**config.mk**
```make
export PLATFORM = sky130hd
export DESIGN_NAME = conv_sequencer
export DESIGN_NICKNAME = d
export VERILOG_FILES = /design/src/rtl/conv_sequencer.sv
export SDC_FILE = /design/constraint.sdc
export NUM_CORES = 1
export LEC_CHECK = 0
export CORE_MARGIN = 2
export CORE_UTILIZATION = 32
export CTS_CLUSTER_DIAMETER = 80
export DETAILED_ROUTE_END_ITERATION = 12
export HOLD_SLACK_MARGIN = 0.15
export PLACE_DENSITY = 0.47
export SKIP_LAST_GASP = 1
export SYNTH_ARGS = -nofsm -noshare
export SYNTH_HDL_FRONTEND = slang
export SYNTH_SLANG_ARGS = --single-unit
```
**constraint.sdc**
```tcl
create_clock -name Sclk -period 6.6 [get_ports Sclk]
set_input_delay 1.32 -clock Sclk [delete_from_list [all_inputs] [get_ports Sclk]]
set_output_delay 1.32 -clock Sclk [all_outputs]
set_load 0.005 [all_outputs]
```
**src/rtl/conv_sequencer.sv**
```systemverilog
// Convolution sequencer: walks the rj segment table and per-channel coefficient lists,
// driving memory addresses and shift-add accumulator control for left then right channel.
//
// state | meaning
// IDLE  | waiting for work_enable
// INIT  | accumulator clear, per-channel pointers reset
// RJ_LD | read segment length rj[j]
// MAC   | one coefficient per cycle until the segment is exhausted
// SHIFT | accumulator >> 1 at the end of each segment
// OUT   | result valid for ch_sel
module conv_sequencer #(
    parameter int NUM_RJ    = 16,
    parameter int CH_COEFFS = 256
) (
    input  logic       Sclk,
    input  logic       Reset,
    input  logic       Clear,
    input  logic       work_enable,
    input  logic [7:0] n_ptr,
    input  logic [7:0] rj_data,
    input  logic [8:0] coeff_data,
    output logic [3:0] rj_addr,
    output logic [8:0] coeff_addr,
    output logic [7:0] data_addr,
    output logic       ch_sel,
    output logic       acc_clr,
    output logic       acc_en,
    output logic       acc_sub,
    output logic       x_zero,
    output logic       acc_shift,
    output logic       out_valid,
    output logic       busy,
    output logic       overrun,
    output logic       cfg_err
);

    localparam logic [8:0] COEFF_LIM = 9'(CH_COEFFS);
    localparam logic [8:0] R_BASE    = 9'(CH_COEFFS);
    localparam logic [3:0] J_LAST    = 4'(NUM_RJ - 1);

    typedef enum logic [2:0] {IDLE, INIT, RJ_LD, MAC, SHIFT, OUT} state_t;

    state_t     state;
    logic [3:0] j;
    logic [7:0] seg;
    logic [8:0] coeff_ptr;
    logic [8:0] cpc;
    logic [7:0] n_lat;
    logic [8:0] x_lim;
    logic [8:0] sample_cnt;
    logic [7:0] data_addr_q;
    logic [7:0] data_addr_mac;
    logic       mac_next;
    logic       mac_ok;

    // Operand fields follow the combinational coefficient read in the MAC cycle itself.
    assign data_addr_mac = n_lat - coeff_data[7:0];
    assign data_addr     = acc_en ? data_addr_mac : data_addr_q;
    assign acc_sub       = acc_en & coeff_data[8];
    assign x_zero        = acc_en & ({1'b0, coeff_data[7:0]} >= x_lim);

    assign mac_next = ((state == RJ_LD) && (rj_data != 8'd0)) ||
                      ((state == MAC) && (seg != 8'd0));
    assign mac_ok   = (cpc < COEFF_LIM);

    always_ff @(posedge Sclk) begin
        if (Reset || Clear) begin
            state       <= IDLE;
            j           <= 4'd0;
            seg         <= 8'd0;
            coeff_ptr   <= 9'd0;
            cpc         <= 9'd0;
            n_lat       <= 8'd0;
            x_lim       <= 9'd0;
            sample_cnt  <= 9'd0;
            data_addr_q <= 8'd0;
            rj_addr     <= 4'd0;
            coeff_addr  <= 9'd0;
            ch_sel      <= 1'b0;
            acc_clr     <= 1'b0;
            acc_en      <= 1'b0;
            acc_shift   <= 1'b0;
            out_valid   <= 1'b0;
            busy        <= 1'b0;
            overrun     <= 1'b0;
            cfg_err     <= 1'b0;
        end else begin
            acc_clr   <= 1'b0;
            acc_en    <= 1'b0;
            acc_shift <= 1'b0;
            out_valid <= 1'b0;

            if (work_enable && (sample_cnt != COEFF_LIM))
                sample_cnt <= sample_cnt + 9'd1;
            if (work_enable && busy)
                overrun <= 1'b1;
            if (acc_en)
                data_addr_q <= data_addr_mac;

            case (state)
                IDLE: begin
                    if (work_enable) begin
                        n_lat   <= n_ptr;
                        // the sample arriving now already counts as received
                        x_lim   <= (sample_cnt == COEFF_LIM) ? sample_cnt : sample_cnt + 9'd1;
                        busy    <= 1'b1;
                        ch_sel  <= 1'b0;
                        acc_clr <= 1'b1;
                        state   <= INIT;
                    end
                end
                INIT: begin
                    j         <= 4'd0;
                    rj_addr   <= 4'd0;
                    coeff_ptr <= ch_sel ? R_BASE : 9'd0;
                    cpc       <= 9'd0;
                    state     <= RJ_LD;
                end
                RJ_LD: begin
                    if (rj_data == 8'd0) begin
                        acc_shift <= 1'b1;
                        state     <= SHIFT;
                    end else begin
                        seg   <= rj_data - 8'd1;
                        state <= MAC;
                    end
                end
                MAC: begin
                    if (seg == 8'd0) begin
                        acc_shift <= 1'b1;
                        state     <= SHIFT;
                    end else begin
                        seg <= seg - 8'd1;
                    end
                end
                SHIFT: begin
                    if (j == J_LAST) begin
                        out_valid <= 1'b1;
                        state     <= OUT;
                    end else begin
                        j       <= j + 4'd1;
                        rj_addr <= j + 4'd1;
                        state   <= RJ_LD;
                    end
                end
                OUT: begin
                    if (!ch_sel) begin
                        ch_sel  <= 1'b1;
                        acc_clr <= 1'b1;
                        state   <= INIT;
                    end else begin
                        busy   <= 1'b0;
                        ch_sel <= 1'b0;
                        state  <= IDLE;
                    end
                end
                default: state <= IDLE;
            endcase

            // Coefficients beyond the channel's slot budget are skipped, not wrapped.
            if (mac_next) begin
                if (mac_ok) begin
                    acc_en     <= 1'b1;
                    coeff_addr <= coeff_ptr;
                    coeff_ptr  <= coeff_ptr + 9'd1;
                    cpc        <= cpc + 9'd1;
                end else begin
                    cfg_err <= 1'b1;
                end
            end
        end
    end

endmodule

```
Yosys cells after proc, flatten, opt, wreduce, memory -nomap -nowiden:

Cells that the tools add are included.

* register bits: 84
* input port bits: 29
* word-level logic and storage cells: 103

* add/sub/neg operators: 7
* order comparisons: 2
* eq/ne operators: 14
* muxes and demuxes: 33
* bitwise gates (word level): 5
* reductions and logical operators: 24

Operators with widths (count)
* $mux W9: 8
* $add A9 B1 Y9 const B: 3
* $mux W8: 3
* $pmux W3 S6: 1
* $logic_not A8 Y1: 2
* $pmux W8 S2: 1
* $reduce_bool A8 Y1: 2
* $sub A8 B1 Y8 const B: 2
* $mux W3: 4
* $reduce_and A2 Y1: 6
* $mux W1: 10
* $ne A2 B2 Y1 const B: 5
* $eq A9 B9 Y1 const B: 1
* $ge A8 B9 Y1: 1
* $lt A9 B9 Y1 const B: 1
* $ne A9 B9 Y1 const B: 1
* $pmux W1 S2: 4
* $pmux W4 S2: 1
* $sub A8 B8 Y8: 1
* $eq A3 B2 Y1 const B: 2
* $eq A3 B3 Y1 const B: 2
* $reduce_and A3 Y1: 2
* $reduce_bool A2 Y1: 3
* $add A4 B1 Y4 const B: 1
* other kinds (10): 18

Logic depth before layout (Yosys ltp):

Gate-level depths: netlist of the first run.

* depth in word-level cells: 5
* depth in mapped cells: 10
* depth with buffers taken out: 10

Least setup slack after synthesis of the first run:

No wires, ideal clock.

* kind: input to output
* start: in coeff_data[0]
* end: out data_addr[6]
* arrival: 2.797 ns
* data required time: 5.280 ns
* path slack: 2.483 ns
* cell stages on the path: 8
* path buffers: 0
* path through: ha_1 inv_1 fa_1 a21o_1 a21oi_1 o211ai_1 xor2_1 mux2_2

* longest elaborated chain between the ends: 2

RTL lines
* start, declared: RTL line 21 `input logic [8:0] coeff_data,`
* $sub A8 B8 Y8: RTL line 57 `assign data_addr_mac = n_lat - coeff_data[7:0];`
* $mux W8
* end, declared: RTL line 24 `output logic [7:0] data_addr,`

No other way between the ends.

Worst setup path after layout of the first run:

Same ends and word-level chain as after synthesis.

==> flow_summary_export.csv, run 1 <==
group,metric,value,unit
status,status,"finished, final reports clean",
clock_tree,clk-insertion-delay-late,0.35,ns
critical_path,crit_slowest_cell,"clkdlybuf4s50_1",
synth,top_ff_cell_synth,"dfxtp_1",
synth,synth.cell_area,4370,um^2
critical_path,crit_family,"buffers and inverters",
grt,first_global_vias,3664,
critical_path,critical_path.endpoint_type,"output pin",
synth,yosys-top-cells-count,"84 x dfxtp_1, 73 x nand2_1, 57 x nor2_1, 51 x a21oi_1, 22 x inv_1",
clock_tree,cts_tree,"built",
critical_path,critical_path_cell_by_cell,"clkdlybuf4s50_1 -> ha_1 -> inv_1 -> fa_1 -> a21o_1 -> a21oi_1 -> o211ai_1 -> xor2_1 -> mux2_2 -> clkdlybuf4s50_1",
power_and_ir_drop,comb_power_share,9.0,%
critical_path,timing.critical_path.arrival,3.87,ns
synth,async_flop_share,0,%
critical_path,worst-r2r-setup-slack,3.41,ns
synth,synth-edff-count,0,
grt,global_route.usage.total,15.9,%
sta,tightest_slew,0.989,ns
synth,synth_most_common_cell,"dfxtp_1",
floorplan,fp.dieArea,14600,um^2
synth,synthesis.nets,581,
run,cap_violations,0,
final_layout,finish.net_count,628,
critical_path,cp_max_fo,2,
min_path,hold_class,"flip-flop to flip-flop",
final_layout,area_delta_synth_final,23.1,%
floorplan,coreArea,13300,um^2
placement,placed_wire_length_estimate_after_detailed_placement,7930,um
clock_tree,max-clock-path-buffers,2,
power_and_ir_drop,cellPowerDensity,211,nW/um^2
floorplan,starting_density_of_the_core,32.9,%
final_layout,n_fill_cell,1350,
critical_path,critical_path.reg2reg.startpoint,"state[0]",
critical_path,number_of_buffer_and_inverter_instances_along_the_worst_setup_path,3,
sta,fmax,193,MHz
detailed_routing,post_drt_via_cell_ratio,5.05,
sta,period_minus_slack,5.19,ns
clock_tree,clockRootBuffer,"clkbuf_16",
min_path,worst_min_delay_path_startpoint,"coeff_addr[3]",
placement,port-buffer-count,59,
detailed_routing,detail_route.wirelength,11100,um
grt,grt_pass1_wl,18400,um
power_and_ir_drop,total_leakage_power,1.93,nW
power_and_ir_drop,power.share.clock,45.3,%
synth,netlist_instances,530,
detailed_routing,drt_first_pass_iters,5,
final_layout,antenna_cells,0,
synth,yosysSeqAreaShare,38.5,%
clock_tree,cts.sink_count,84,
min_path,hold-path-cell-count,2,
min_path,whs_endpoint,"coeff_addr[3]",
clock_tree,cts_max_level,3,
sta,finalHoldWorstSlack,0.462,ns
power_and_ir_drop,total_switching_power,0.000276,W
sta,worst_clock_skew,0.00906,ns
sta,final-max-slew-violation-count,0,
final_layout,layout-drive-gt1-share,6.53,%
sta,timing.final.crit_share,78.7,%
placement,gp_congestion,0.838,
critical_path,wp_data_required,5.28,ns
critical_path,cpPeakStageDelay,0.49,ns
detailed_routing,drt_drc_violations_left,0,
sta,rsz0062_at_grt,"no",
clock_tree,post_cts.repair.setup_buffers,0,
sta,tns,0,ns
sta,rel_slew_slack,34.1,%
floorplan,die_height,121,um
grt,grt_start_max_net_pins,48,
clock_tree,holdBufCountCts,0,
clock_tree,cts_inserted_buffers,9,
detailed_routing,antenna_violating_nets_post_route,0,
critical_path,setup.worst_path.start_class,"input port",
power_and_ir_drop,power_switching_share,24.2,%
critical_path,reg2reg_to,"coeff_ptr[3]",
synth,ys_seq_elements,84,
power_and_ir_drop,power.internal,0.000862,W
floorplan,rows,42,
synth,yosysWarnings,0,
synth,synth_top_area_share,38.5,%
critical_path,critical_path_class,"input port to output pin",
clock_tree,clock_slew_at_the_register_clock_pins_of_the_worst_setup_and_hold_paths,0.06,ns
power_and_ir_drop,sequentialPowerShare,45.6,%
synth,synth_area_leader_cell,"dfxtp_1",
detailed_routing,final_routed_wire_length_divided_by_cell_count,14.6,um
sta,finalHoldViolations,0,
sta,finalSetupViolations,0,
critical_path,worst-r2r-cell-count,6,
floorplan,design.portCount,60,
grt,total_congestion_overflow_after_global_routing,0,
grt,antenna_found_initial,0,
synth,ys_top_cells_by_area,"dfxtp_1 38%, nand2_1 6.3%, ha_1 6.0%",
detailed_routing,drt_iter0_markers,250,
clock_tree,postCtsResizedCells,0,
synth,average_cell_area_after_synthesis,8.25,um^2
detailed_routing,via_count,3831,
synth,netlist-cell-type-count,61,
power_and_ir_drop,ir_worst_vdd,144,uV
critical_path,path_common_cell,"clkdlybuf4s50_1",
floorplan,die_w,121,um
==> cells in the final DEF (no fill, tap or decap), types with 7 or more instances in the layout <==
cell	instances
a21oi_1	51
o21ai_0	8
xnor2_1	16
a211oi_1	7
clkbuf_16	9
nand2_1	73
clkdlybuf4s50_1	59
or3_1	8
nor2_1	57
and2_1	15
nor3_1	11
nand3_1	19
nand4_1	10
xor2_1	15
ha_1	21
dfxtp_1	84
inv_1	22
==> layout make-up <==
class                           count  area [um^2]  share of cell area, %
Clock buffer                       11          243                   4.51
Clock inverter                      5         61.3                   1.14
Inverter                           22         82.6                   1.53
Multi-Input combinational cell    399         2490                   46.2
Sequential cell                    84         1680                   31.2
Tap cell                          176          220                   4.09
Timing Repair Buffer               61          606                   11.2
==> metrics by stage <==
stage / util [%] / setup slack (ns) / total power [W] / std cells / area, um^2
2_1_floorplan: - / 2.48 / 0.000592 / 530 / 4370
3_3_place_gp: 38.2 / 1.41 / 0.000633 / 742 / 5080
3_5_place_dp: 38.2 / 1.40 / 0.000633 / 742 / 5080
4_1_cts: 40.5 / 1.39 / 0.00116 / 758 / 5380
5_1_grt: 40.5 / 1.33 / 0.00119 / 758 / 5380
6_report: 40.5 / 1.41 / 0.00114 / 758 / 5380
==> worst max-delay path by stage <==
stage                              from            to  cells past startpoint
final                     coeff_data[0]  data_addr[6]                     10
after global routing      coeff_data[0]  data_addr[6]                     10
after CTS                 coeff_data[0]  data_addr[6]                     10
after detailed placement  coeff_data[0]  data_addr[6]                     10
after global placement    coeff_data[0]  data_addr[6]                     10
after floorplan           coeff_data[0]  data_addr[6]                      8
==> cells by family (layout without fill, tap and decap cells) <==
| kind of cell | after synthesis | after routing | synth area share, % |
|---|---|---|---|
| and+or+nand+nor | 223 | 223 | 24.5 |
| buffers and inverters | 47 | 99 | 4.61 |
| muxes | 9 | 9 | 2.23 |
| AOI/OAI and AO/OA | 114 | 114 | 17.6 |
| DFF | 84 | 84 | 38.5 |
| xor gates and xnor gates | 31 | 31 | 6.21 |
| adders and majority gates | 22 | 22 | 6.47 |
==> worst reg2reg max path, delay by kind of cell, from the launching register on <==
family,cells,cell delay [ns]
xor+xnor,1,0.18
flops,1,0.71
simple gates,3,0.87
compound gates,2,1.30
==> metal layers <==
layer	track usage, %	share of wire (%)	vias up
li1	-	-	1950
met2	25.3	45	97
met4	4.87	1.4	0
met5	0	0	-
met1	20.9	49	1772
met3	4.32	4.9	12
==> flip-flops by register name, summed over array words and instances, names as in the netlist <==
name         count
acc_clr          1
acc_en           1
acc_shift        1
busy             1
cfg_err          1
ch_sel           1
coeff_addr       9
coeff_ptr        9
cpc              9
data_addr_q      8
j                4
n_lat            8
out_valid        1
overrun          1
sample_cnt       9
seg              8
state            3
x_lim            9
==> power groups by stage <==
stage / clock (W) / combinational [W] / sequential [W]
floorplan: 0 / 0.0000650 / 0.000527
global placement: 0 / 0.000103 / 0.000530
detailed placement: 0 / 0.000103 / 0.000530
CTS: 0.000533 / 0.000103 / 0.000519
global route: 0.000558 / 0.000115 / 0.000520
finish: 0.000516 / 0.000103 / 0.000519
No activity file was read; power rests on OpenSTA's default activity.
==> run 2, diff against run 1 <==
Clock period 6.6 ns to 5.34 ns, I/O delays scaled along.
==> flow_summary_export.csv, run 2 (synthesis results as in run 1) <==
group,metric,value,unit
floorplan,die_w,121,um
floorplan,die_height,121,um
floorplan,starting_density_of_the_core,32.9,%
floorplan,coreArea,13300,um^2
final_layout,most_common_cell_after_layout_fill_and_taps_aside,"dfxtp_1",
sta,timing.final.crit_share,87.8,%
clock_tree,max-clock-path-buffers,2,
placement,dpl_cell_area,5080,um^2
final_layout,n_fill_cell,1383,
critical_path,critical_path.endpoint_type,"output pin",
critical_path,number_of_buffer_and_inverter_instances_along_the_worst_setup_path,3,
floorplan,rows,42,
detailed_routing,drt_iter0_markers,232,
floorplan,fp.dieArea,14600,um^2
clock_tree,cts_tree,"built",
sta,final-max-slew-violation-count,0,
clock_tree,cts.sink_count,84,
final_layout,finish.net_count,628,
critical_path,setup.worst_path.start_class,"input port",
clock_tree,cts_max_level,3,
final_layout,layout-drive-gt1-share,6.21,%
detailed_routing,drt_drc_violations_left,0,
detailed_routing,drt_first_pass_iters,4,
sta,finalHoldViolations,0,
status,status,"finished, final reports clean",
placement,gp_congestion,0.832,
power_and_ir_drop,ir_worst_vdd,123,uV
final_layout,antenna_cells,0,
clock_tree,holdBufCountCts,0,
grt,first_global_vias,3687,
detailed_routing,post_drt_via_cell_ratio,5.04,
sta,finalSetupViolations,0,
grt,grt_pass1_wl,18600,um
detailed_routing,detail_route.wirelength,11300,um
grt,total_congestion_overflow_after_global_routing,0,
placement,port-buffer-count,59,
sta,worst_clock_skew,0.00814,ns
critical_path,crit_slowest_cell,"clkdlybuf4s50_1",
detailed_routing,via_count,3813,
floorplan,design.portCount,60,
run,cap_violations,0,
detailed_routing,antenna_violating_nets_post_route,0,
critical_path,timing.critical_path.arrival,3.62,ns
grt,global_route.usage.total,16.1,%
power_and_ir_drop,cellPowerDensity,262,nW/um^2
placement,placed_wire_length_estimate_after_detailed_placement,8030,um
clock_tree,clock_slew_at_the_register_clock_pins_of_the_worst_setup_and_hold_paths,0.06,ns
critical_path,critical_path_class,"input port to output pin",
grt,grt_start_max_net_pins,45,
min_path,hold_class,"flip-flop to flip-flop",
final_layout,finalNonFillerCells,756,
sta,rel_slew_slack,37.5,%
critical_path,cp_max_fo,2,
sta,period_minus_slack,4.69,ns
critical_path,critical_path_cell_by_cell,"clkdlybuf4s50_1 -> ha_1 -> inv_1 -> fa_1 -> a21o_1 -> a21oi_1 -> o211ai_1 -> xor2_1 -> mux2_2 -> clkdlybuf4s50_1",
grt,antenna_found_initial,0,
sta,tightest_slew,0.938,ns
clock_tree,clockRootBuffer,"clkbuf_16",
final_layout,utilization,40.4,%
clock_tree,clk-insertion-delay-late,0.34,ns
critical_path,cpPeakStageDelay,0.49,ns
placement,place.detailed.instances,742,
clock_tree,postCtsResizedCells,0,
critical_path,worst-r2r-setup-slack,2.22,ns
critical_path,crit_family,"buffers and inverters",
final_layout,mostFrequentLayoutCells,"84 x dfxtp_1, 73 x nand2_1, 59 x clkdlybuf4s50_1",
critical_path,wp_data_required,4.27,ns
final_layout,area_delta_synth_final,22.8,%
sta,tns,0,ns
clock_tree,cts_inserted_buffers,9,
sta,fmax,213,MHz
detailed_routing,final_routed_wire_length_divided_by_cell_count,14.9,um
critical_path,path_common_cell,"clkdlybuf4s50_1",
power_and_ir_drop,total_leakage_power,1.93,nW
sta,rsz0062_at_grt,"no",
clock_tree,post_cts.repair.setup_buffers,0,
final_layout,layout.cell_area.non_filler,5370,um^2
==> run 2: cell count changes in the layout (fill, tap and decap cells not counted) <==
cell        delta
clkbuf_8       +1
clkinv_2       +1
clkinv_4       -1
clkinvlp_4     -3
==> run 2: path summary, 6_finish.rpt <==
| path | from | to | depth (start not counted) |
|---|---|---|---|
| setup / recovery | coeff_data[0] | data_addr[6] | 10 |
| hold / removal | n_lat[6] | n_lat[6] | 2 |
| setup reg to reg | state[0] | coeff_ptr[7] | 6 |
| hold reg to reg | n_lat[6] | n_lat[6] | 2 |
==> run 2: through the flow <==
step	power [W]	hold slack (ns)	setup WS, ns
2_1_floorplan	0.000732	0.436	1.73
3_3_place_gp	0.000782	0.450	0.653
3_5_place_dp	0.000783	0.449	0.640
4_1_cts	0.00142	0.461	0.630
5_1_grt	0.00146	0.484	0.531
6_report	0.00141	0.462	0.652
==> run 2: final cells by class <==
type	count	area, um^2	share of cell area (%)
Timing Repair Buffer	61	606	11.3
Multi-Input combinational cell	399	2490	46.4
Sequential cell	84	1680	31.3
Tap cell	176	220	4.10
Inverter	22	82.6	1.54
Clock buffer	12	256	4.78
Clock inverter	2	35.0	0.652
==> run 2: where the power goes <==
group	total (W)	leakage, nW	switching [W]	internal, W
clock	0.000637	0.145	0.000254	0.000382
sequential	0.000642	0.678	0.00000779	0.000634
combinational	0.000127	1.11	0.0000719	0.0000553
==> run 2: per-layer routing <==
layer | GRT usage [%] | up-vias | share of wire (%)
li1 | - | 1949 | -
met1 | 21.6 | 1773 | 50
met2 | 25.6 | 83 | 45
met3 | 3.29 | 8 | 4.2
met4 | 5.89 | 0 | 1.2
met5 | 0 | - | 0
==> run 2: worst reg2reg max path, cell delays in order, from the launching register on <==
cell,delay [ns]
dfxtp_1,0.70
nand3b_1,0.60
a21o_1,0.48
a21oi_2,0.77
nand4_1,0.22
nand3_1,0.13
o31ai_1,0.07
